[src/rtl/id_ex_pipe_reg.sv]
`default_nettype none
// ============================================================================
// Module      : id_ex_pipe_reg
// Description : ID/EX pipeline register with hold, flush and valid tagging.
//               Optional saturating bubble/flush counters are built when
//               ID_EX_PERF_CNT_EN is defined.
// Revision    : 1.0 - initial release
// ============================================================================
module id_ex_pipe_reg #(
    parameter int DATA_W     = 32,
    parameter int REG_ADDR_W = 5,
    parameter int FUNCT_W    = 10,
    parameter int CNT_W      = 16
) (
    input  logic                  clk_i,
    input  logic                  rst_i,
    input  logic                  stall_i,
    input  logic                  flush_i,
    input  logic                  valid_i,
    input  logic                  bubble_i,
    input  logic [1:0]            aluOp_i,
    input  logic                  aluSrc_i,
    input  logic                  memRead_i,
    input  logic                  memWrite_i,
    input  logic                  memToReg_i,
    input  logic                  regWrite_i,
    input  logic [DATA_W-1:0]     rs1Data_i,
    input  logic [DATA_W-1:0]     rs2Data_i,
    input  logic [DATA_W-1:0]     imm_i,
    input  logic [FUNCT_W-1:0]    funct_i,
    input  logic [REG_ADDR_W-1:0] rs1Addr_i,
    input  logic [REG_ADDR_W-1:0] rs2Addr_i,
    input  logic [REG_ADDR_W-1:0] rdAddr_i,
    output logic [1:0]            aluOp_o,
    output logic                  aluSrc_o,
    output logic                  memRead_o,
    output logic                  memWrite_o,
    output logic                  memToReg_o,
    output logic                  regWrite_o,
    output logic [DATA_W-1:0]     rs1Data_o,
    output logic [DATA_W-1:0]     rs2Data_o,
    output logic [DATA_W-1:0]     imm_o,
    output logic [FUNCT_W-1:0]    funct_o,
    output logic [REG_ADDR_W-1:0] rs1Addr_o,
    output logic [REG_ADDR_W-1:0] rs2Addr_o,
    output logic [REG_ADDR_W-1:0] rdAddr_o,
    output logic                  valid_o,
    output logic [CNT_W-1:0]      bubbleCnt_o,
    output logic [CNT_W-1:0]      flushCnt_o
);

    logic [1:0]            r_alu_op;
    logic                  r_alu_src;
    logic                  r_mem_read;
    logic                  r_mem_write;
    logic                  r_mem_to_reg;
    logic                  r_reg_write;
    logic [DATA_W-1:0]     r_rs1_data;
    logic [DATA_W-1:0]     r_rs2_data;
    logic [DATA_W-1:0]     r_imm;
    logic [FUNCT_W-1:0]    r_funct;
    logic [REG_ADDR_W-1:0] r_rs1_addr;
    logic [REG_ADDR_W-1:0] r_rs2_addr;
    logic [REG_ADDR_W-1:0] r_rd_addr;
    logic                  r_valid;

    // Priority: reset > flush > stall > load. Bubble entries load verbatim.
    always_ff @(posedge clk_i) begin
        if (!rst_i || flush_i) begin
            r_alu_op     <= '0;
            r_alu_src    <= 1'b0;
            r_mem_read   <= 1'b0;
            r_mem_write  <= 1'b0;
            r_mem_to_reg <= 1'b0;
            r_reg_write  <= 1'b0;
            r_rs1_data   <= '0;
            r_rs2_data   <= '0;
            r_imm        <= '0;
            r_funct      <= '0;
            r_rs1_addr   <= '0;
            r_rs2_addr   <= '0;
            r_rd_addr    <= '0;
            r_valid      <= 1'b0;
        end else if (!stall_i) begin
            r_alu_op     <= aluOp_i;
            r_alu_src    <= aluSrc_i;
            r_mem_read   <= memRead_i;
            r_mem_write  <= memWrite_i;
            r_mem_to_reg <= memToReg_i;
            r_reg_write  <= regWrite_i;
            r_rs1_data   <= rs1Data_i;
            r_rs2_data   <= rs2Data_i;
            r_imm        <= imm_i;
            r_funct      <= funct_i;
            r_rs1_addr   <= rs1Addr_i;
            r_rs2_addr   <= rs2Addr_i;
            r_rd_addr    <= rdAddr_i;
            r_valid      <= valid_i & ~bubble_i;
        end
    end

    assign aluOp_o    = r_alu_op;
    assign aluSrc_o   = r_alu_src;
    assign memRead_o  = r_mem_read;
    assign memWrite_o = r_mem_write;
    assign memToReg_o = r_mem_to_reg;
    assign regWrite_o = r_reg_write;
    assign rs1Data_o  = r_rs1_data;
    assign rs2Data_o  = r_rs2_data;
    assign imm_o      = r_imm;
    assign funct_o    = r_funct;
    assign rs1Addr_o  = r_rs1_addr;
    assign rs2Addr_o  = r_rs2_addr;
    assign rdAddr_o   = r_rd_addr;
    assign valid_o    = r_valid;

`ifdef ID_EX_PERF_CNT_EN
    localparam logic [CNT_W-1:0] c_CNT_MAX = '1;
    localparam logic [CNT_W-1:0] c_CNT_ONE = {{(CNT_W-1){1'b0}}, 1'b1};

    logic [CNT_W-1:0] r_bubble_cnt;
    logic [CNT_W-1:0] r_flush_cnt;

    // Saturating counters; only reset clears them.
    always_ff @(posedge clk_i) begin
        if (!rst_i) begin
            r_bubble_cnt <= '0;
            r_flush_cnt  <= '0;
        end else if (flush_i) begin
            if (r_flush_cnt != c_CNT_MAX) begin
                r_flush_cnt <= r_flush_cnt + c_CNT_ONE;
            end
        end else if (!stall_i && bubble_i) begin
            if (r_bubble_cnt != c_CNT_MAX) begin
                r_bubble_cnt <= r_bubble_cnt + c_CNT_ONE;
            end
        end
    end

    assign bubbleCnt_o = r_bubble_cnt;
    assign flushCnt_o  = r_flush_cnt;
`else
    assign bubbleCnt_o = '0;
    assign flushCnt_o  = '0;
`endif

endmodule
`default_nettype wire
[config.mk]
export PLATFORM = sky130hd
export DESIGN_NAME = id_ex_pipe_reg
export DESIGN_NICKNAME = d
export VERILOG_FILES = /design/src/rtl/id_ex_pipe_reg.sv
export SDC_FILE = /design/constraint.sdc
export NUM_CORES = 1
export LEC_CHECK = 0
export ABC_AREA = 1
export CAP_MARGIN = 20
export CORE_MARGIN = 3
export CORE_UTILIZATION = 34
export CTS_CLUSTER_DIAMETER = 30
export CTS_CLUSTER_SIZE = 28
export DETAILED_ROUTE_END_ITERATION = 12
export GPL_TIMING_DRIVEN = 0
export PLACE_DENSITY = 0.84
export SETUP_SLACK_MARGIN = 0.05
export SYNTH_ARGS = -nofsm -noshare
export SYNTH_HDL_FRONTEND = slang
export SYNTH_SLANG_ARGS = --single-unit
export TNS_END_PERCENT = 30
[constraint.sdc]
create_clock -name clk_i -period 0.83 [get_ports clk_i]
set_input_delay 0.166 -clock clk_i [delete_from_list [all_inputs] [get_ports clk_i]]
set_output_delay 0.166 -clock clk_i [all_outputs]
set_load 0.02 [all_outputs]
# Word-level counts from Yosys, hierarchy flattened
# Index checks and enable logic that the tools add are counted.
word_totals:
  ff_bits: 129
  input_bits: 134
  output_inout_bits: 161
  wordCells: 18
op_classes:
  bitwise: 2
  n_reduce_logical: 2
ops:
  columns: ["op", "count"]
  rows:
  - ["$and A1 B1 Y1", 1]
  - ["$logic_not A1 Y1", 1]
  - ["$logic_or A1 B1 Y1", 1]
  - ["$not A1 Y1", 1]

# Longest topological paths before layout
logic_depth:
  depth_word: 2
  depth_mapped: 6
  depth_no_buf: 4

# Least setup slack after synthesis
# No wires, ideal clock.
synth_timing:
  path_type: "input port to flip-flop"
  from: "input stall_i"
  to: "register r_funct[0], in the netlist funct_o[0]"
  t_arrival_ns: 0.716
  t_required_ns: 0.705
  setup_slack_ns: -0.011
  path_stages: 6
  n_path_buf: 3
  path_cell_list: "buf_6 > clkinv_2 > buf_12 > buf_12 > nand2_2 > a21oi_2"
synth_lines:
  columns: ["element", "line_no", "source"]
  rows:
  - ["start, declared", "17", "input logic stall_i,"]
  - ["end signal, assigned", "94", "r_funct <= funct_i;"]
  - ["end, declared", "61", "logic [FUNCT_W-1:0] r_funct;"]

# Worst setup path in the final report
layout_timing:
  from: "register r_rs1_data[26], in the netlist rs1Data_o[26]"
  to: "output rs1Data_o[26]"
layout_lines:
  columns: ["element", "line_no", "source"]
  rows:
  - ["start, declared", "58", "logic [DATA_W-1:0] r_rs1_data;"]
  - ["start signal, assigned", "91", "r_rs1_data <= rs1Data_i;"]
  - ["end, declared", "40", "output logic [DATA_W-1:0] rs1Data_o,"]
# No word-level cell between the ends.

==> summary.md <==
| Metric | Value |
|---|---|
| Asr flop ratio synth | 0% |
| Startpoint class of the critical path | flop |
| Post-synthesis register bit count | approximately 130 |
| Post-CTS Hold Buffers | 0 |
| DIE AREA | ~16,000 sq um |
| Slowest CP cell | dfxtp_2 |
| GRT Overall Usage | a little over a fifth |
| Deepest clock path buffer count | 2 |
| Max-slew violations | 0 |
| Period utilization | 127% |
| RSZ-0062 raised after global routing | yes |
| Comb power frac | 15.8% |
| Avg WL per Cell | 15.6 um |
| CP delay by family, top | flip-flops |
| Worst Hold Class | in2reg |
| CTS tree | built |
| Pin count of the biggest net entering global routing | 17 |
| Max-Cap Viols | 0 |
| Cells after synthesis | 600 |
| Die height | 128 um |
| Crit path time final | approximately 1.1 ns |
| Core area | around 14,000 sq um |
| Part of the power in registers | 39.0% |
| Detailed Routing Iterations Pass 1 | 4 |
| Failing checks | setup timing |
| Final setup violation count | roughly 250 |
| Cell Area, Synth | 5030 sq um |
| Starting density of the core | 35.5% |
| First-pass GRT wire length | 26,500 um |
| Vias in the first global route | a little over 5,000 |
| Worst Setup Slack, final | -0.225 ns |
| Cell taking the most area after synthesis | dfxtp_1 |
| H-tree levels | 4 |
| Post-synth EDFFs | 0 |
| ANT nets after route | 0 |
| CP Max Fanout | 2 |
| TritonCTS buffer count | 17 |
| Internal power | roughly 13 mW |
| CP Capture Type | primary output |
| Synth Flop Type | dfxtp_1 |
| Post-DP Area | between 8000 and 9000 sq um |
| Number of nets in the layout | about 1,100 |
| Clock Latency Late Sink | ~0.40 ns |
| Row count | 43 |
| Critical Path AT | 0.89 ns |
| Endpoints failing hold | 0 |
| Worst EP required | between 0.6 and 0.7 ns |
| F_max | between 900 and 1000 MHz |
| P_sw | slightly below 4 mW |
| Peak supply drop | approximately 0.0015 V |
| Num ports | slightly below 300 |
| Drt drc | 0 |
| Share of cells above drive strength 1 | 47.0% |
| Top cell type's share of synthesized area | approximately half |
| Ys Warns | 0 |
| Post-Syn Area per Cell | 8.38 sq um |
| Clock Sinks | approximately 130 |
| Status | finished with violations |
| Initial antenna violation count | 0 |
| Fin area | between 9000 and 10,000 sq um |
| CTS root buf | clkbuf_16 |
| Routed vias | around 5,100 |
| # diodes | 0 |
| Lkg Pwr | between 3 and 4 nW |
| Area delta synth->final | 84.1% |
| Net Sw Frac | a little under a quarter |
| Sequential share of the synthesized area | around half |
| Cell with the most instances after synthesis | nand2_1 |
| Power density over the cells | ~1800 nW/um^2 |
| CP max stage delay | 0.36 ns |
| # port buffers | ~260 |
| DR iter-0 viols | 172 |
| Synth cell types | 13 |
| Critical-path cell list | buf_6 |
| Total Routed Length | ~18,000 um |
| Synth top area cells | dfxtp_1, nand2_1, a21oi_1, a21oi_2, buf_4 |
| Gp weighted congestion | ~0.84 |
| Clk pwr share | 45.2% |
| Total gr overflow | 0 |
| Chip width | roughly 130 um |
| Vias per std cell | 4.53 |
| Clock transition at path regs | 0.06 ns |
| Setup Skew | 0 ns |
| DP HPWL | 12,300 um |
| Post-synth top cells | nand2_1, dfxtp_1, a21oi_1, a21oi_2, buf_4 |
| Worst Path Class, Setup | reg2out |
| Total power | between 15 and 20 mW |
| WP buf/inv | 1 |
## kinds of logic (layout without fill, tap and decap cells)
family / Yosys count / in the layout / share of synthesized area, %
flip-flops: 129 / 129 / 51.4
AND/OR/NAND/NOR: 261 / 261 / 20.0
AO/OA/AOI/OAI: 129 / 129 / 15.3
buffers and inverters: 80 / 390 / 13.3
other: 1 / 32 / 0.0746
## flip-flops by register name, indices dropped and copies added, names as in the netlist, 2 cells and up
name       count
rdAddr_o       5
imm_o         32
funct_o       10
rs2Data_o     32
rs1Addr_o      5
rs2Addr_o      5
rs1Data_o     32
aluOp_o        2
## cells in the final DEF, fill, tap and decap left out
cell	count
clkbuf_8	4
clkdlybuf4s50_1	132
clkbuf_1	3
buf_8	1
bufinv_16	3
nand2_4	12
conb_1	32
nand2_1	231
clkinv_4	1
a21oi_2	34
nor2_1	2
dfxtp_2	129
buf_6	144
buf_4	54
clkinvlp_4	1
clkbuf_16	17
nand2_2	16
buf_12	12
a21oi_1	95
inv_1	4
buf_2	13
clkinv_2	1
## final timing paths
kind	slack (ns)	end	startpoint	cells past startpoint
setup / recovery	-0.23	rs1Data_o[26]	rs1Data_o[26]	1
hold / removal	0.20	rs2Data_o[31]	stall_i	5
setup reg to reg	0.03	imm_o[12]	imm_o[12]	4
hold reg to reg	0.47	regWrite_o	regWrite_o	2
## what timing repair did
action / in CTS / in global routing
endpoints found under the hold margin: 0 / 0
endpoints found under the setup margin: 249 / 257
buffers inserted: 8 / 12
gates resized for setup: 926 / 9
## metrics by stage
step	setup slack (ns)	hold WS, ns	utilization [%]	TNS (ns)	instances
6_report	-0.225	0.196	65.4	-30.26	1121
5_1_grt	-0.259	0.193	65.4	-36.11	1121
4_1_cts	-0.247	0.171	64.6	-36.98	1109
3_5_place_dp	-0.777	0.455	57.2	-121.79	1072
3_3_place_gp	-0.768	0.450	57.2	-120.70	1072
2_1_floorplan	0.0124	0.294	-	0	631
## per-layer routing
| metal | track usage [%] | vias up | routed length (um) |
|---|---|---|---|
| li1 | - | 2503 | - |
| met1 | 21.1 | 2295 | 6210 |
| met2 | 37.4 | 240 | 8960 |
| met3 | 8.99 | 35 | 1860 |
| met4 | 9.36 | 0 | 501 |
| met5 | 0 | - | 0 |
## power groups by stage
stage	clock (mW)	combinational, mW	sequential, mW
after floorplan	0	0.992	6.86
after global placement	0	2.47	6.61
after detailed placement	0	2.49	6.62
after CTS	7.76	2.60	6.57
after global routing	8.08	2.82	6.59
final	7.61	2.65	6.57
## area by class of cell
class	instances	area, sq um
fillers	1077	4890
inverters	5	23.8
clock inverters	5	103
well taps	180	225
plain buffers	75	744
repair buffers	281	2920
clock buffers	24	492
multi-input cells	422	2000
flip-flops and latches	129	2740
## worst min-delay path, stage by stage
cell and delay (ns):
buf_8 0.09, clkinv_4 0.05, buf_6 0.14, nand2_1 0.06, a21oi_1 0.05
(Power assumes the default switching activity.)
